$ cat src/rtl/reg_scoreboard_pkg.sv
// Shared constants and types for the register-file hazard scoreboard.
//   REG_ADDR_W : width of a register index (32 architectural registers)
//   REG_ZERO   : index of the hard-wired zero register, never tracked
//   SB_DEPTH   : default number of in-flight writers
//   SB_CNT_W   : occupancy counter width for SB_DEPTH
package reg_scoreboard_pkg;

    localparam int unsigned REG_ADDR_W = 5;
    localparam logic [REG_ADDR_W-1:0] REG_ZERO = 5'd0;
    localparam int unsigned SB_DEPTH = 4;
    localparam int unsigned SB_CNT_W = $clog2(SB_DEPTH) + 1;

    typedef logic [REG_ADDR_W-1:0] reg_idx_t;

    // x0 writes are discarded by the register file, so they never create hazards.
    function automatic logic is_tracked(input reg_idx_t r);
        return r != REG_ZERO;
    endfunction

endpackage

$ cat src/rtl/reg_scoreboard_if.sv
// Decode/writeback/flush signal bundle for reg_scoreboard.
//   master : pipeline side, drives rdy_in, id_*, wb_*, flush*; sees id_stall, sb_count, sb_error
//   slave  : scoreboard side, the mirror image
interface reg_scoreboard_if
    import reg_scoreboard_pkg::*;
#(
    parameter int unsigned CNT_W = SB_CNT_W
) ();

    logic             rdy_in;
    logic             id_valid;
    reg_idx_t         id_rs1;
    reg_idx_t         id_rs2;
    logic             id_use_rs1;
    logic             id_use_rs2;
    reg_idx_t         id_rd;
    logic             id_wr_rd;
    logic             id_stall;
    logic             wb_valid;
    reg_idx_t         wb_rd;
    logic             flush;
    logic [CNT_W-1:0] flush_keep;
    logic [CNT_W-1:0] sb_count;
    logic             sb_error;

    modport master (
        output rdy_in, id_valid, id_rs1, id_rs2, id_use_rs1, id_use_rs2, id_rd, id_wr_rd,
        output wb_valid, wb_rd, flush, flush_keep,
        input  id_stall, sb_count, sb_error
    );

    modport slave (
        input  rdy_in, id_valid, id_rs1, id_rs2, id_use_rs1, id_use_rs2, id_rd, id_wr_rd,
        input  wb_valid, wb_rd, flush, flush_keep,
        output id_stall, sb_count, sb_error
    );

endinterface

$ cat src/rtl/reg_scoreboard_sb_match.sv
// Parallel comparator: hit is set when idx equals the rd of any valid entry
// that is not masked out by excl (the entry retiring this cycle).
//   idx       : register index to look up
//   entry_rd  : rd index held by each queue slot
//   entry_vld : slot valid bits
//   excl      : slots to ignore
//   hit       : match found
module reg_scoreboard_sb_match
    import reg_scoreboard_pkg::*;
#(
    parameter int unsigned DEPTH = SB_DEPTH
) (
    input  reg_idx_t             idx,
    input  reg_idx_t [DEPTH-1:0] entry_rd,
    input  logic     [DEPTH-1:0] entry_vld,
    input  logic     [DEPTH-1:0] excl,
    output logic                 hit
);

    always_comb begin
        hit = 1'b0;
        for (int i = 0; i < DEPTH; i++) begin
            if (entry_vld[i] && !excl[i] && (entry_rd[i] == idx)) begin
                hit = 1'b1;
            end
        end
    end

endmodule

$ cat src/rtl/reg_scoreboard.sv
// In-order scoreboard of pending register writers. Stalls decode on RAW/WAW
// hazards or when full, retires entries from WB in order, and trims younger
// entries on a branch flush.
//   clk, rst : clock, synchronous active-high reset
//   sb       : slave side of reg_scoreboard_if (decode, writeback, flush, status)
module reg_scoreboard
    import reg_scoreboard_pkg::*;
#(
    parameter int unsigned DEPTH = SB_DEPTH,
    parameter int unsigned CNT_W = $clog2(DEPTH) + 1
) (
    input logic             clk,
    input logic             rst,
    reg_scoreboard_if.slave sb
);

    localparam int unsigned PTR_W = $clog2(DEPTH);

    reg_idx_t   [DEPTH-1:0] rd_q, rd_d;
    logic       [DEPTH-1:0] vld_q, vld_d;
    logic       [PTR_W-1:0] head_q, head_d, tail_q, tail_d;
    logic       [CNT_W-1:0] count_q, count_d;
    logic                   err_q, err_d;

    logic                   pop_req, pop, push, full;
    logic       [DEPTH-1:0] pop_mask;
    logic       [CNT_W-1:0] cnt_after_pop, keep;
    logic       [PTR_W-1:0] offs;
    logic                   hit_rs1, hit_rs2, hit_rd;
    logic                   raw1, raw2, waw;

    assign pop_req = sb.rdy_in & sb.wb_valid;
    assign pop     = pop_req & (count_q != '0);

    // The retiring entry is written back this edge, so it no longer blocks decode.
    always_comb begin
        pop_mask = '0;
        if (pop) begin
            pop_mask[head_q] = 1'b1;
        end
    end

    reg_scoreboard_sb_match #(.DEPTH(DEPTH)) u_match_rs1 (
        .idx       (sb.id_rs1),
        .entry_rd  (rd_q),
        .entry_vld (vld_q),
        .excl      (pop_mask),
        .hit       (hit_rs1)
    );

    reg_scoreboard_sb_match #(.DEPTH(DEPTH)) u_match_rs2 (
        .idx       (sb.id_rs2),
        .entry_rd  (rd_q),
        .entry_vld (vld_q),
        .excl      (pop_mask),
        .hit       (hit_rs2)
    );

    reg_scoreboard_sb_match #(.DEPTH(DEPTH)) u_match_rd (
        .idx       (sb.id_rd),
        .entry_rd  (rd_q),
        .entry_vld (vld_q),
        .excl      (pop_mask),
        .hit       (hit_rd)
    );

    assign raw1 = sb.id_use_rs1 & is_tracked(sb.id_rs1) & hit_rs1;
    assign raw2 = sb.id_use_rs2 & is_tracked(sb.id_rs2) & hit_rs2;
    assign waw  = sb.id_wr_rd & is_tracked(sb.id_rd) & hit_rd;
    assign full = (count_q == CNT_W'(DEPTH)) & ~pop;

    assign sb.id_stall = sb.id_valid &
                         (raw1 | raw2 | waw | (full & sb.id_wr_rd & is_tracked(sb.id_rd)));

    assign push = sb.rdy_in & sb.id_valid & ~sb.id_stall & sb.id_wr_rd &
                  is_tracked(sb.id_rd) & ~sb.flush;

    assign cnt_after_pop = count_q - CNT_W'(pop);
    assign keep          = (sb.flush_keep < cnt_after_pop) ? sb.flush_keep : cnt_after_pop;

    always_comb begin
        rd_d    = rd_q;
        vld_d   = vld_q & ~pop_mask;
        head_d  = head_q + PTR_W'(pop);
        tail_d  = tail_q;
        count_d = count_q;
        err_d   = err_q;
        offs    = '0;
        if (sb.rdy_in) begin
            if (sb.flush) begin
                // Keep only the `keep` oldest survivors after the pop.
                count_d = keep;
                tail_d  = head_d + PTR_W'(keep);
                for (int i = 0; i < DEPTH; i++) begin
                    offs = PTR_W'(i) - head_d;
                    if (CNT_W'(offs) >= keep) begin
                        vld_d[i] = 1'b0;
                    end
                end
            end else begin
                if (push) begin
                    rd_d[tail_q]  = sb.id_rd;
                    vld_d[tail_q] = 1'b1;
                    tail_d        = tail_q + PTR_W'(1);
                end
                count_d = cnt_after_pop + CNT_W'(push);
            end
            if (pop_req && (count_q == '0)) begin
                err_d = 1'b1;
            end
            if (pop && (sb.wb_rd != rd_q[head_q])) begin
                err_d = 1'b1;
            end
        end
    end

    always_ff @(posedge clk) begin
        if (rst) begin
            rd_q    <= '0;
            vld_q   <= '0;
            head_q  <= '0;
            tail_q  <= '0;
            count_q <= '0;
            err_q   <= 1'b0;
        end else begin
            rd_q    <= rd_d;
            vld_q   <= vld_d;
            head_q  <= head_d;
            tail_q  <= tail_d;
            count_q <= count_d;
            err_q   <= err_d;
        end
    end

    assign sb.sb_count = count_q;
    assign sb.sb_error = err_q;

endmodule

$ cat src/flat_wrapper.sv
// flat-port wrapper written by rule: the top's interface ports become plain ports
module reg_scoreboard_flat import reg_scoreboard_pkg::*;
#(
    parameter int unsigned DEPTH = SB_DEPTH,
    parameter int unsigned CNT_W = $clog2(DEPTH) + 1
)
  (clk, rst, sb_rdy_in, sb_id_valid, sb_id_rs1, sb_id_rs2, sb_id_use_rs1, sb_id_use_rs2, sb_id_rd, sb_id_wr_rd, sb_wb_valid, sb_wb_rd, sb_flush, sb_flush_keep, sb_id_stall, sb_sb_count, sb_sb_error);
  reg_scoreboard_if #(.CNT_W(CNT_W)) sb_i ();
  input logic clk;
  input logic rst;
  input wire logic [$bits(sb_i.rdy_in)-1:0] sb_rdy_in;
  input wire logic [$bits(sb_i.id_valid)-1:0] sb_id_valid;
  input wire logic [$bits(sb_i.id_rs1)-1:0] sb_id_rs1;
  input wire logic [$bits(sb_i.id_rs2)-1:0] sb_id_rs2;
  input wire logic [$bits(sb_i.id_use_rs1)-1:0] sb_id_use_rs1;
  input wire logic [$bits(sb_i.id_use_rs2)-1:0] sb_id_use_rs2;
  input wire logic [$bits(sb_i.id_rd)-1:0] sb_id_rd;
  input wire logic [$bits(sb_i.id_wr_rd)-1:0] sb_id_wr_rd;
  input wire logic [$bits(sb_i.wb_valid)-1:0] sb_wb_valid;
  input wire logic [$bits(sb_i.wb_rd)-1:0] sb_wb_rd;
  input wire logic [$bits(sb_i.flush)-1:0] sb_flush;
  input wire logic [$bits(sb_i.flush_keep)-1:0] sb_flush_keep;
  output wire logic [$bits(sb_i.id_stall)-1:0] sb_id_stall;
  output wire logic [$bits(sb_i.sb_count)-1:0] sb_sb_count;
  output wire logic [$bits(sb_i.sb_error)-1:0] sb_sb_error;
  assign sb_i.rdy_in = sb_rdy_in;
  assign sb_i.id_valid = sb_id_valid;
  assign sb_i.id_rs1 = sb_id_rs1;
  assign sb_i.id_rs2 = sb_id_rs2;
  assign sb_i.id_use_rs1 = sb_id_use_rs1;
  assign sb_i.id_use_rs2 = sb_id_use_rs2;
  assign sb_i.id_rd = sb_id_rd;
  assign sb_i.id_wr_rd = sb_id_wr_rd;
  assign sb_i.wb_valid = sb_wb_valid;
  assign sb_i.wb_rd = sb_wb_rd;
  assign sb_i.flush = sb_flush;
  assign sb_i.flush_keep = sb_flush_keep;
  assign sb_id_stall = sb_i.id_stall;
  assign sb_sb_count = sb_i.sb_count;
  assign sb_sb_error = sb_i.sb_error;
  reg_scoreboard #(.DEPTH(DEPTH), .CNT_W(CNT_W)) u_core (.clk(clk), .rst(rst), .sb(sb_i));
endmodule
$ cat config.mk
export PLATFORM = sky130hd
export DESIGN_NAME = reg_scoreboard_flat
export DESIGN_NICKNAME = d
export VERILOG_FILES = /design/src/rtl/reg_scoreboard_pkg.sv /design/src/rtl/reg_scoreboard_if.sv /design/src/rtl/reg_scoreboard_sb_match.sv /design/src/rtl/reg_scoreboard.sv /design/src/flat_wrapper.sv
export SDC_FILE = /design/constraint.sdc
export NUM_CORES = 1
export LEC_CHECK = 0
export CORE_MARGIN = 2
export CORE_UTILIZATION = 60
export DETAILED_ROUTE_END_ITERATION = 10
export PLACE_DENSITY = 0.93
export SLEW_MARGIN = 20
export SYNTH_ARGS = -nofsm -noshare
export SYNTH_HDL_FRONTEND = slang
export SYNTH_HIERARCHICAL = 1
export SYNTH_SLANG_ARGS = --single-unit
$ cat constraint.sdc
create_clock -name clk -period 8.1 [get_ports clk]
set_input_delay 1.62 -clock clk [delete_from_list [all_inputs] [get_ports clk]]
set_output_delay 1.62 -clock clk [all_outputs]
set_load 0.005 [all_outputs]
==> qor.yml, run 1 <==
finish:
  utilization: 0.7409
  antennaDiodeCount: 0
  nNetsFinal: 406
  area_growth_pct: 17.85
  drive_gt1_frac: 0.06593
clock_tree:
  hold_buffers: 0
  cts_resized: 0
  clockBufferDepth: 2
  worstSkewPairLatency_ps: 290
  cts.sinks: 32
  cts-root-buf: "clkbuf_8"
  post_cts_buffers: 0
  numCtsBuffers: 5
  clkTransAtPathRegs_ps: 60
  h-tree-depth: 2
  cts_tree: "yes"
timing:
  setup_viol_count_final: 0
  finalMaxSlewViolations: 0
  fin_skew_ps: 6.771
  min_period_ps: 6168
  max_freq_ghz: 0.1621
  hold-worst-slack_ps: 558.4
  rsz0062_at_grt: "false"
  min_period_over_period: 0.7614
  relSlewSlack: 0.5307
  fin_tns_setup_ps: 0
  tightest_slew_ps: 695.1
  finalHoldViolations: 0
power:
  p_per_area_nw_per_um2: 134.3
  p_leak_uw: 0.001241
  ir_worst_vdd_mv: 0.09785
worst_setup_path:
  critPathKind: "in -> out"
  critPathMaxFanout: 12
  required_ps: 6480
  critPathTopFamily: "buffers and inverters"
  crit_chain: "clkdlybuf4s50_1 > o311ai_0 > inv_1 > nand3_1 > inv_1 > nand4b_1 > nand4_1 > a21oi_1 > o211ai_1 > and2_1 > clkdlybuf4s50_1"
  cp-start-kind: "input port"
  timing.critical_path.buf_inv: 4
  max_stage_delay_ps: 740
  slowest_stage: "clkdlybuf4s50_1"
  end_kind: "primary output"
  arrival_ps: 4550
die:
  io_pins: 37
  rows: 24
  core_region_area_sq_um: 4414
  dieArea_sq_um: 5185
  initial_utilization: 0.6287
  die_h_microns: 72.01
  fp.dieW_microns: 72.01
synth:
  synthArstFlopShare: 0
  synth-seq-cells: 32
  synth_edf_count: 0
  synth_flop_cell: "dfxtp_1"
  synth_top_cell_area_share: 0.2308
  synth_top_area_cell: "dfxtp_1"
  synth_nets: 374
  synthesis.area_sq_um: 2775
  ys_top_cells_by_area: "dfxtp_1 (23%), xor2_1 (16%), xnor2_1 (6.6%)"
  ys_types: 50
  syn_inst: 331
  seq_area_frac_synth: 0.2308
  avgSynthCellArea_sq_um: 8.384
  synth_warnings: 6
routing:
  vias: 2951
  drc: 0
  routedWlPerCell_microns: 20.57
  first_iter_violations: 579
  first_pass_iters: 6
  wl_microns: 8558
  viasPerCell: 7.094
  antenna_left: 0
global_route:
  antenna_found_initial: 0
  grt_max_degree: 29
  grt-ovfl-total: 0
  grt_pass1_wl_microns: 13450
  grt_pass1_vias: 2714
  track_usage: 0.3348
placement:
  place_congestion: 1.009
  port_buffers: 36
  dpl.hpwl_microns: 6125
worst_hold_path:
  min_path_type: "reg -> reg"
status:
  status: "finished, final reports clean"
flow_run:
  maxCapViolCount: 0
-- per-layer routing --
layer / global-route usage / up-vias / wire length [microns]
li1: - / 1284 / -
met1: 0.4182 / 1358 / 3236
met2: 0.5453 / 248 / 3932
met3: 0.07222 / 61 / 971
met4: 0.1698 / 0 / 418
met5: 0 / - / 0
-- sequential cells by signal, summed over array words and instances, names as in the netlist --
| signal | count |
|---|---|
| u_core/head_q | 2 |
| u_core/rd_q | 20 |
| u_core/tail_q | 2 |
| u_core/sb.sb_count | 3 |
| u_core/vld_q | 4 |
| u_core/sb.sb_error | 1 |
-- area by class of cell --
class | count | area [sq um]
well taps | 52 | 65.06
multi-input cells | 273 | 2033
fillers | 292 | 1144
flip-flops and latches | 32 | 640.6
repair buffers | 37 | 367.9
clock inverters | 3 | 42.54
clock buffers | 5 | 68.82
inverters | 14 | 52.55
-- per-stage QoR --
step           setup WS (ps)  cell area, sq um  instances  power [uW]
6_report                1932              3271        416       439.4
5_1_grt                 1684              3271        416       453.9
4_1_cts                 2019              3271        416       435.5
3_5_place_dp            2081              3159        408       285.2
3_3_place_gp            2241              3159        408       280.2
2_1_floorplan           3256              2775        331       239.0
-- worst reg2reg max path, stage by stage, from the launching register on --
cell and delay (ps):
dfxtp_1 380, o311ai_0 640, inv_1 220, ha_1 250, ha_1 200, xnor2_1 310
inv_2 120, ha_1 330, nand2b_1 170, o221ai_1 450, nand2_1 180, ha_1 260
xnor2_1 200, or4_1 450, o211a_1 140, a21oi_1 130
-- power breakdown --
| part | switching [uW] | internal, uW | total, uW |
|---|---|---|---|
| sequential | 8.33 | 162 | 170 |
| combinational | 66.6 | 51.4 | 118 |
| clock | 60.6 | 90.9 | 151 |
-- synth_stat cells (2+ instances only) --
cell type	n
o22ai_1	2
o211ai_1	4
nand3_1	18
or4_4	2
buf_1	2
o31ai_1	2
nand2_1	21
ha_1	11
dfxtp_1	32
a211oi_1	4
o311ai_0	2
nand4_1	4
and3_1	3
nand4b_1	12
a31oi_1	3
inv_1	12
nor3_1	6
or4_1	3
inv_2	2
o21ai_0	20
clkbuf_1	7
mux2i_1	6
a21oi_1	21
o21a_1	3
xor2_1	50
xnor2_1	21
buf_2	3
nor2b_1	4
nor2_1	13
nor4_1	13
mux4_2	5
a22oi_1	2
-- cells in the final DEF (no fill, tap or decap), drive strengths merged, types with 3 or more instances in the layout --
| cell type | count |
|---|---|
| xor2 | 50 |
| clkdlybuf4s50 | 36 |
| dfxtp | 32 |
| a21oi | 21 |
| nand2 | 21 |
| xnor2 | 21 |
| o21ai | 20 |
| nand3 | 18 |
| inv | 14 |
| nor2 | 13 |
| nor4 | 13 |
| nand4b | 12 |
| ha | 11 |
| nor3 | 6 |
| mux2i | 6 |
| o211ai | 6 |
| clkbuf | 5 |
| mux4 | 5 |
| nand4 | 5 |
| or4 | 5 |
| a211oi | 4 |
| nor2b | 4 |
| and3 | 3 |
| o21a | 3 |
| a31oi | 3 |
| o22ai | 3 |
-- cell families (layout without fill, tap and decap cells) --
| logic type | count (synthesis) | in the layout | synth area share |
|---|---|---|---|
| AOI/OAI and AO/OA | 71 | 71 | 0.1655 |
| and+or+nand+nor | 108 | 108 | 0.2277 |
| DFF | 32 | 32 | 0.2308 |
| adders and majority gates | 12 | 12 | 0.05320 |
| buffers and inverters | 26 | 59 | 0.03652 |
| muxes | 11 | 11 | 0.06222 |
| xor gates and xnor gates | 71 | 71 | 0.2241 |
-- worst paths after layout --
path                                             from            endpoint  slack, ps  cells after the start
worst min-delay path               u_core/sb.sb_error  u_core/sb.sb_error        560                      2
worst max-delay path                        sb_rdy_in         sb_id_stall       1930                     11
worst min register to register     u_core/sb.sb_error  u_core/sb.sb_error        560                      2
worst max register to register  u_core/sb.sb_count[2]    u_core/tail_q[1]       3610                     15
(Power assumes the default switching activity.)
==> run 2: changes to the inputs <==
--- a/config.mk
+++ b/config.mk
@@ -6,9 +6,9 @@
 export NUM_CORES = 1
 export LEC_CHECK = 0
 export CORE_MARGIN = 2
-export CORE_UTILIZATION = 60
+export CORE_UTILIZATION = 56
 export DETAILED_ROUTE_END_ITERATION = 10
-export PLACE_DENSITY = 0.93
+export PLACE_DENSITY = 0.88
 export SLEW_MARGIN = 20
 export SYNTH_ARGS = -nofsm -noshare
 export SYNTH_HDL_FRONTEND = slang
==> constraint.sdc (replaced) <==
create_clock -name clk -period 6.4 [get_ports clk]
set_input_delay 1.28 -clock clk [delete_from_list [all_inputs] [get_ports clk]]
set_output_delay 1.28 -clock clk [all_outputs]
set_load 0.005 [all_outputs]
==> run 2 against run 1 <==
Compared with the run above: first-iteration DRC count fell by 30%; worst setup slack got worse by 750 ps; cell count rose by 3.6%; register-to-register slack got worse by 1500 ps; clock power rose by 35%; sequential power rose by 26%; clock skew rose by 8.9 ps; via count fell by 6.4%; non-clock buffer count did not move; die area rose by 6.7%; total power rose by 28%; design area rose by 0.69%; critical path type unchanged; largest cell class unchanged.
==> qor.yml, run 2 (synthesis results as in run 1) <==
routing:
  drc: 0
  antenna_left: 0
  wl_microns: 7934
  vias: 2761
  first_pass_iters: 6
  routedWlPerCell_microns: 18.41
  viasPerCell: 6.406
  first_iter_violations: 405
placement:
  dpl.hpwl_microns: 5901
  placed_area_sq_um: 3178
  dp.cells: 423
  place_congestion: 1.040
  port_buffers: 36
worst_hold_path:
  min_path_type: "reg -> reg"
  min_to: "u_core/sb.sb_error"
  hold_depth: 2
  holdCritStartpoint: "u_core/sb.sb_error"
finish:
  layout_commonest_cell: "xor2_1"
  area_growth_pct: 18.67
  final_cell_mix: "xor2_1 (50), clkdlybuf4s50_1 (36), dfxtp_1 (32)"
  regMostFlops: "u_core/rd_q"
  nNetsFinal: 406
  drive_gt1_frac: 0.06593
  largest_reg_flops: 20
  antennaDiodeCount: 0
  final_cells: 431
  fin_area_sq_um: 3293
  n_fill_cell: 375
worst_setup_path:
  critPathMaxFanout: 12
  reg2reg_to: "u_core/tail_q[1]"
  arrival_ps: 3940
  rrSetupSlack_ps: 2060
  cp-start-kind: "input port"
  worst_r2r_path_depth: 15
  critPathKind: "in -> out"
  required_ps: 5120
  reg2reg_from: "u_core/sb.sb_count[2]"
  end_kind: "primary output"
die:
  dieArea_sq_um: 5535
  initial_utilization: 0.5837
  rows: 25
  core_region_area_sq_um: 4755
  fp.dieW_microns: 74.40
  die_h_microns: 74.40
  io_pins: 37
timing:
  fin_tns_setup_ps: 0
  fin_skew_ps: 15.64
  min_period_ps: 5218
  finalMaxSlewViolations: 0
  min_period_over_period: 0.8152
  setup_viol_count_final: 0
  rsz0062_at_grt: "false"
  max_freq_ghz: 0.1917
  hold-worst-slack_ps: 537.1
  finalHoldViolations: 0
  relSlewSlack: 0.3176
  tightest_slew_ps: 1020
clock_tree:
  post_cts_buffers: 0
  cts-root-buf: "clkbuf_8"
  cts_tree: "yes"
  worstSkewPairLatency_ps: 300
  clockBufferDepth: 2
  cts_resized: 0
  clkTransAtPathRegs_ps: 70
  numCtsBuffers: 5
  cts.sinks: 32
  hold_buffers: 0
  h-tree-depth: 2
status:
  status: "finished, final reports clean"
global_route:
  antenna_found_initial: 0
  track_usage: 0.2910
  grt_max_degree: 29
  grt_pass1_wl_microns: 12280
  grt-ovfl-total: 0
  grt_pass1_vias: 2588
flow_run:
  maxCapViolCount: 0
power:
  ir_worst_vdd_mv: 0.1167
  p_leak_uw: 0.001242
  p_per_area_nw_per_um2: 171.1
run 2: cell count changes in the layout (fill, tap and decap cells not counted), sizes merged:
cell / change
inv: +1
clkinv: -1
run 2: report_power, final:
group	total, uW	internal [uW]	switching, uW
Combinational	145	64.3	80.6
Clock	204	117	87.0
Sequential	214	204	9.86
Total	564	386	178
run 2: cell type report:
cell class	count	area, sq um	area share
well taps	67	83.83	0.02546
inverters	14	52.55	0.01596
clock buffers	5	68.82	0.02090
repair buffers	37	367.9	0.1117
multi-input cells	273	2033	0.6174
flip-flops and latches	32	640.6	0.1945
clock inverters	3	46.29	0.01406
run 2: worst max path at each step:
stage                     slack [ps]  startpoint               end
after global routing             970   sb_rdy_in       sb_id_stall
after CTS                       1240   sb_rdy_in       sb_id_stall
final                           1180   sb_rdy_in       sb_id_stall
after floorplan                 1940   sb_rdy_in  u_core/tail_q[1]
after detailed placement        1160   sb_rdy_in  u_core/tail_q[1]
after global placement          1330   sb_rdy_in       sb_id_stall
run 2: stage by stage:
stage               setup slack, ps    util  total power, uW
detailed placement             1157  0.6684            359.6
CTS                            1242  0.6926            562.9
global placement               1328  0.6684            355.0
global route                  969.6  0.6926            585.4
floorplan                      1941       -            302.5
finish                         1182  0.6926            563.5
run 2: routing by layer:
layer  track usage  up-vias  routed length, microns
met5             0        -                       0
met4        0.1171        0                     223
met3       0.06098       28                     701
met2        0.4720      166                    3679
met1        0.3779     1284                    3330
li1              -     1283                       -
run 2: critical path, cell delays in order:
cell	delay, ps
clkdlybuf4s50_1	460
buf_4	180
o311ai_0	250
nor3_1	450
nand4b_1	180
nand4_1	110
a21oi_1	300
o211ai_1	140
and2_1	160
clkdlybuf4s50_1	430
==> run 3: changes to the inputs <==
--- a/config.mk
+++ b/config.mk
@@ -6,9 +6,9 @@
 export NUM_CORES = 1
 export LEC_CHECK = 0
 export CORE_MARGIN = 2
-export CORE_UTILIZATION = 56
+export CORE_UTILIZATION = 51
 export DETAILED_ROUTE_END_ITERATION = 10
-export PLACE_DENSITY = 0.88
+export PLACE_DENSITY = 0.85
 export SLEW_MARGIN = 20
 export SYNTH_ARGS = -nofsm -noshare
 export SYNTH_HDL_FRONTEND = slang
==> constraint.sdc (replaced) <==
create_clock -name clk -period 4.7 [get_ports clk]
set_input_delay 0.94 -clock clk [delete_from_list [all_inputs] [get_ports clk]]
set_output_delay 0.94 -clock clk [all_outputs]
set_load 0.005 [all_outputs]
==> run 3 against run 2 <==
Compared with the run above: global-route usage is 2.1 points lower; register-to-register slack worse by 1400 ps; critical path depth is 6 higher; clock skew is 9.1 ps lower; worst setup slack worse by 880 ps; core utilization is 4.5 points lower; sequential cell count stayed put; critical path type is now in -> reg; critical endpoint is now u_core/tail_q[1]; largest power group unchanged.
==> qor.yml, run 3 (synthesis results as in run 1) <==
timing:
  setup_viol_count_final: 0
  min_period_ps: 4397
  fin_skew_ps: 6.517
  tightest_slew_ps: 558.4
  max_freq_ghz: 0.2274
  fin_tns_setup_ps: 0
  relSlewSlack: 0.6230
  rsz0062_at_grt: "false"
  finalHoldViolations: 0
  finalMaxSlewViolations: 0
  min_period_over_period: 0.9356
power:
  p_leak_uw: 0.001282
  p_seq_frac: 0.384
  p_per_area_nw_per_um2: 227.0
  p_int_uw: 529.7
  p_clk_frac: 0.347
  ir_worst_vdd_mv: 0.1239
  switchingPower_uw: 230.8
  p_comb_frac: 0.269
  power.share.switching: 0.3035
  total_power_uw: 760.5
routing:
  first_pass_iters: 5
  first_iter_violations: 290
  vias: 2766
  antenna_left: 0
  routedWlPerCell_microns: 18.35
  wl_microns: 8111
  viasPerCell: 6.258
  drc: 0
worst_hold_path:
  min_path_type: "reg -> reg"
die:
  io_pins: 37
  die_h_microns: 77.77
  initial_utilization: 0.5365
  fp.dieW_microns: 77.77
  core_region_area_sq_um: 5172
  rows: 26
  dieArea_sq_um: 6047
worst_setup_path:
  required_ps: 4920
  crit_chain: "clkdlybuf4s50_1 > o311ai_0 > inv_1 > ha_1 > ha_1 > xnor2_1 > inv_2 > ha_1 > nand2b_1 > o221ai_1 > nand2_1 > ha_1 > xnor2_1 > or4_1 > o211a_1 > a21oi_1"
  timing.critical_path.buf_inv: 3
  critPathKind: "in -> reg"
  slowest_stage: "or4_1"
  critPathTopFamily: "adder cells"
  arrival_ps: 4620
  cp_common_cell: "ha_1"
  max_stage_delay_ps: 460
  end_kind: "register"
  critPathMaxFanout: 4
  cp-start-kind: "input port"
placement:
  placed_area_sq_um: 3242
  place_congestion: 0.9067
  dpl.hpwl_microns: 5912
  port_buffers: 36
finish:
  antennaDiodeCount: 0
  largest_reg_flops: 20
  layout_commonest_cell: "xor2_1"
  final_cell_mix: "xor2_1 (50), clkdlybuf4s50_1 (36), dfxtp_1 (32)"
  fin_area_sq_um: 3349
  nNetsFinal: 414
  drive_gt1_frac: 0.08333
  regMostFlops: "u_core/rd_q"
  area_growth_pct: 20.69
  n_fill_cell: 407
clock_tree:
  clockBufferDepth: 2
  clkTransAtPathRegs_ps: 70
  cts-root-buf: "clkbuf_8"
  numCtsBuffers: 5
  hold_buffers: 0
  worstSkewPairLatency_ps: 290
  cts.sinks: 32
  h-tree-depth: 2
  cts_tree: "yes"
global_route:
  grt_max_degree: 29
  antenna_found_initial: 0
  grt_pass1_wl_microns: 12950
  track_usage: 0.2702
  grt_pass1_vias: 2640
  grt-ovfl-total: 0
flow_run:
  maxCapViolCount: 0
status:
  status: "finished, final reports clean"
[run 3: worst reg2reg max path: cells and delay by family (launching register included)]
kind / cells / cell delay [ps]
AOI/OAI and AO/OA: 4 / 1080
adders and majority gates: 4 / 990
and+or+nand+nor: 3 / 730
xor gates and xnor gates: 2 / 480
DFF: 1 / 370
buffers and inverters: 2 / 320
[run 3: layer usage]
| metal | GRT usage | vias up | part of all wire |
|---|---|---|---|
| met1 | 0.3398 | 1298 | 0.41 |
| met5 | 0 | - | 0 |
| met2 | 0.4638 | 143 | 0.49 |
| met3 | 0.02791 | 18 | 0.071 |
| met4 | 0.1214 | 0 | 0.028 |
| li1 | - | 1307 | - |
[run 3: final cells by class]
type / instances / area, sq um / share of cell area
multi-input combinational: 273 / 2033 / 0.6070
sequential: 32 / 640.6 / 0.1913
timing repair buffer: 45 / 427.9 / 0.1278
tap: 70 / 87.58 / 0.02615
clock buffer: 6 / 72.57 / 0.02167
inverter: 14 / 52.55 / 0.01569
clock inverter: 2 / 35.03 / 0.01046
[run 3: repair_timing]
action | 4_1_cts | 5_1_grt
gates resized for setup | 0 | 1
buffers inserted | 0 | 0
hold endpoints to repair | 0 | 0
endpoints found under the setup margin | 0 | 1
[run 3: per-stage QoR]
stage / utilization / worst slack (ps) / hold slack (ps) / instances
6_report: 0.6476 / 302.6 / 535.1 / 442
5_1_grt: 0.6476 / 17.43 / 580.7 / 442
4_1_cts: 0.6476 / 312.1 / 531.8 / 442
3_5_place_dp: 0.6268 / 141.0 / 526.1 / 434
3_3_place_gp: 0.6268 / 312.1 / 525.5 / 434
2_1_floorplan: - / 580.8 / 501.9 / 331
[run 3: final timing paths]
kind                          from                  to  slack (ps)  cells past startpoint
max                    sb_wb_valid    u_core/tail_q[1]         300                     16
min             u_core/sb.sb_error  u_core/sb.sb_error         540                      2
max reg2reg  u_core/sb.sb_count[0]    u_core/tail_q[1]         650                     15
min reg2reg     u_core/sb.sb_error  u_core/sb.sb_error         540                      2
[run 3: power by group through the flow]
stage          Combinational [uW]  Sequential, uW  Clock (uW)
2_1_floorplan                 120             292           0
3_3_place_gp                  193             297           0
3_5_place_dp                  199             298           0
4_1_cts                       201             291         266
5_1_grt                       223             293         275
6_report                      204             292         264
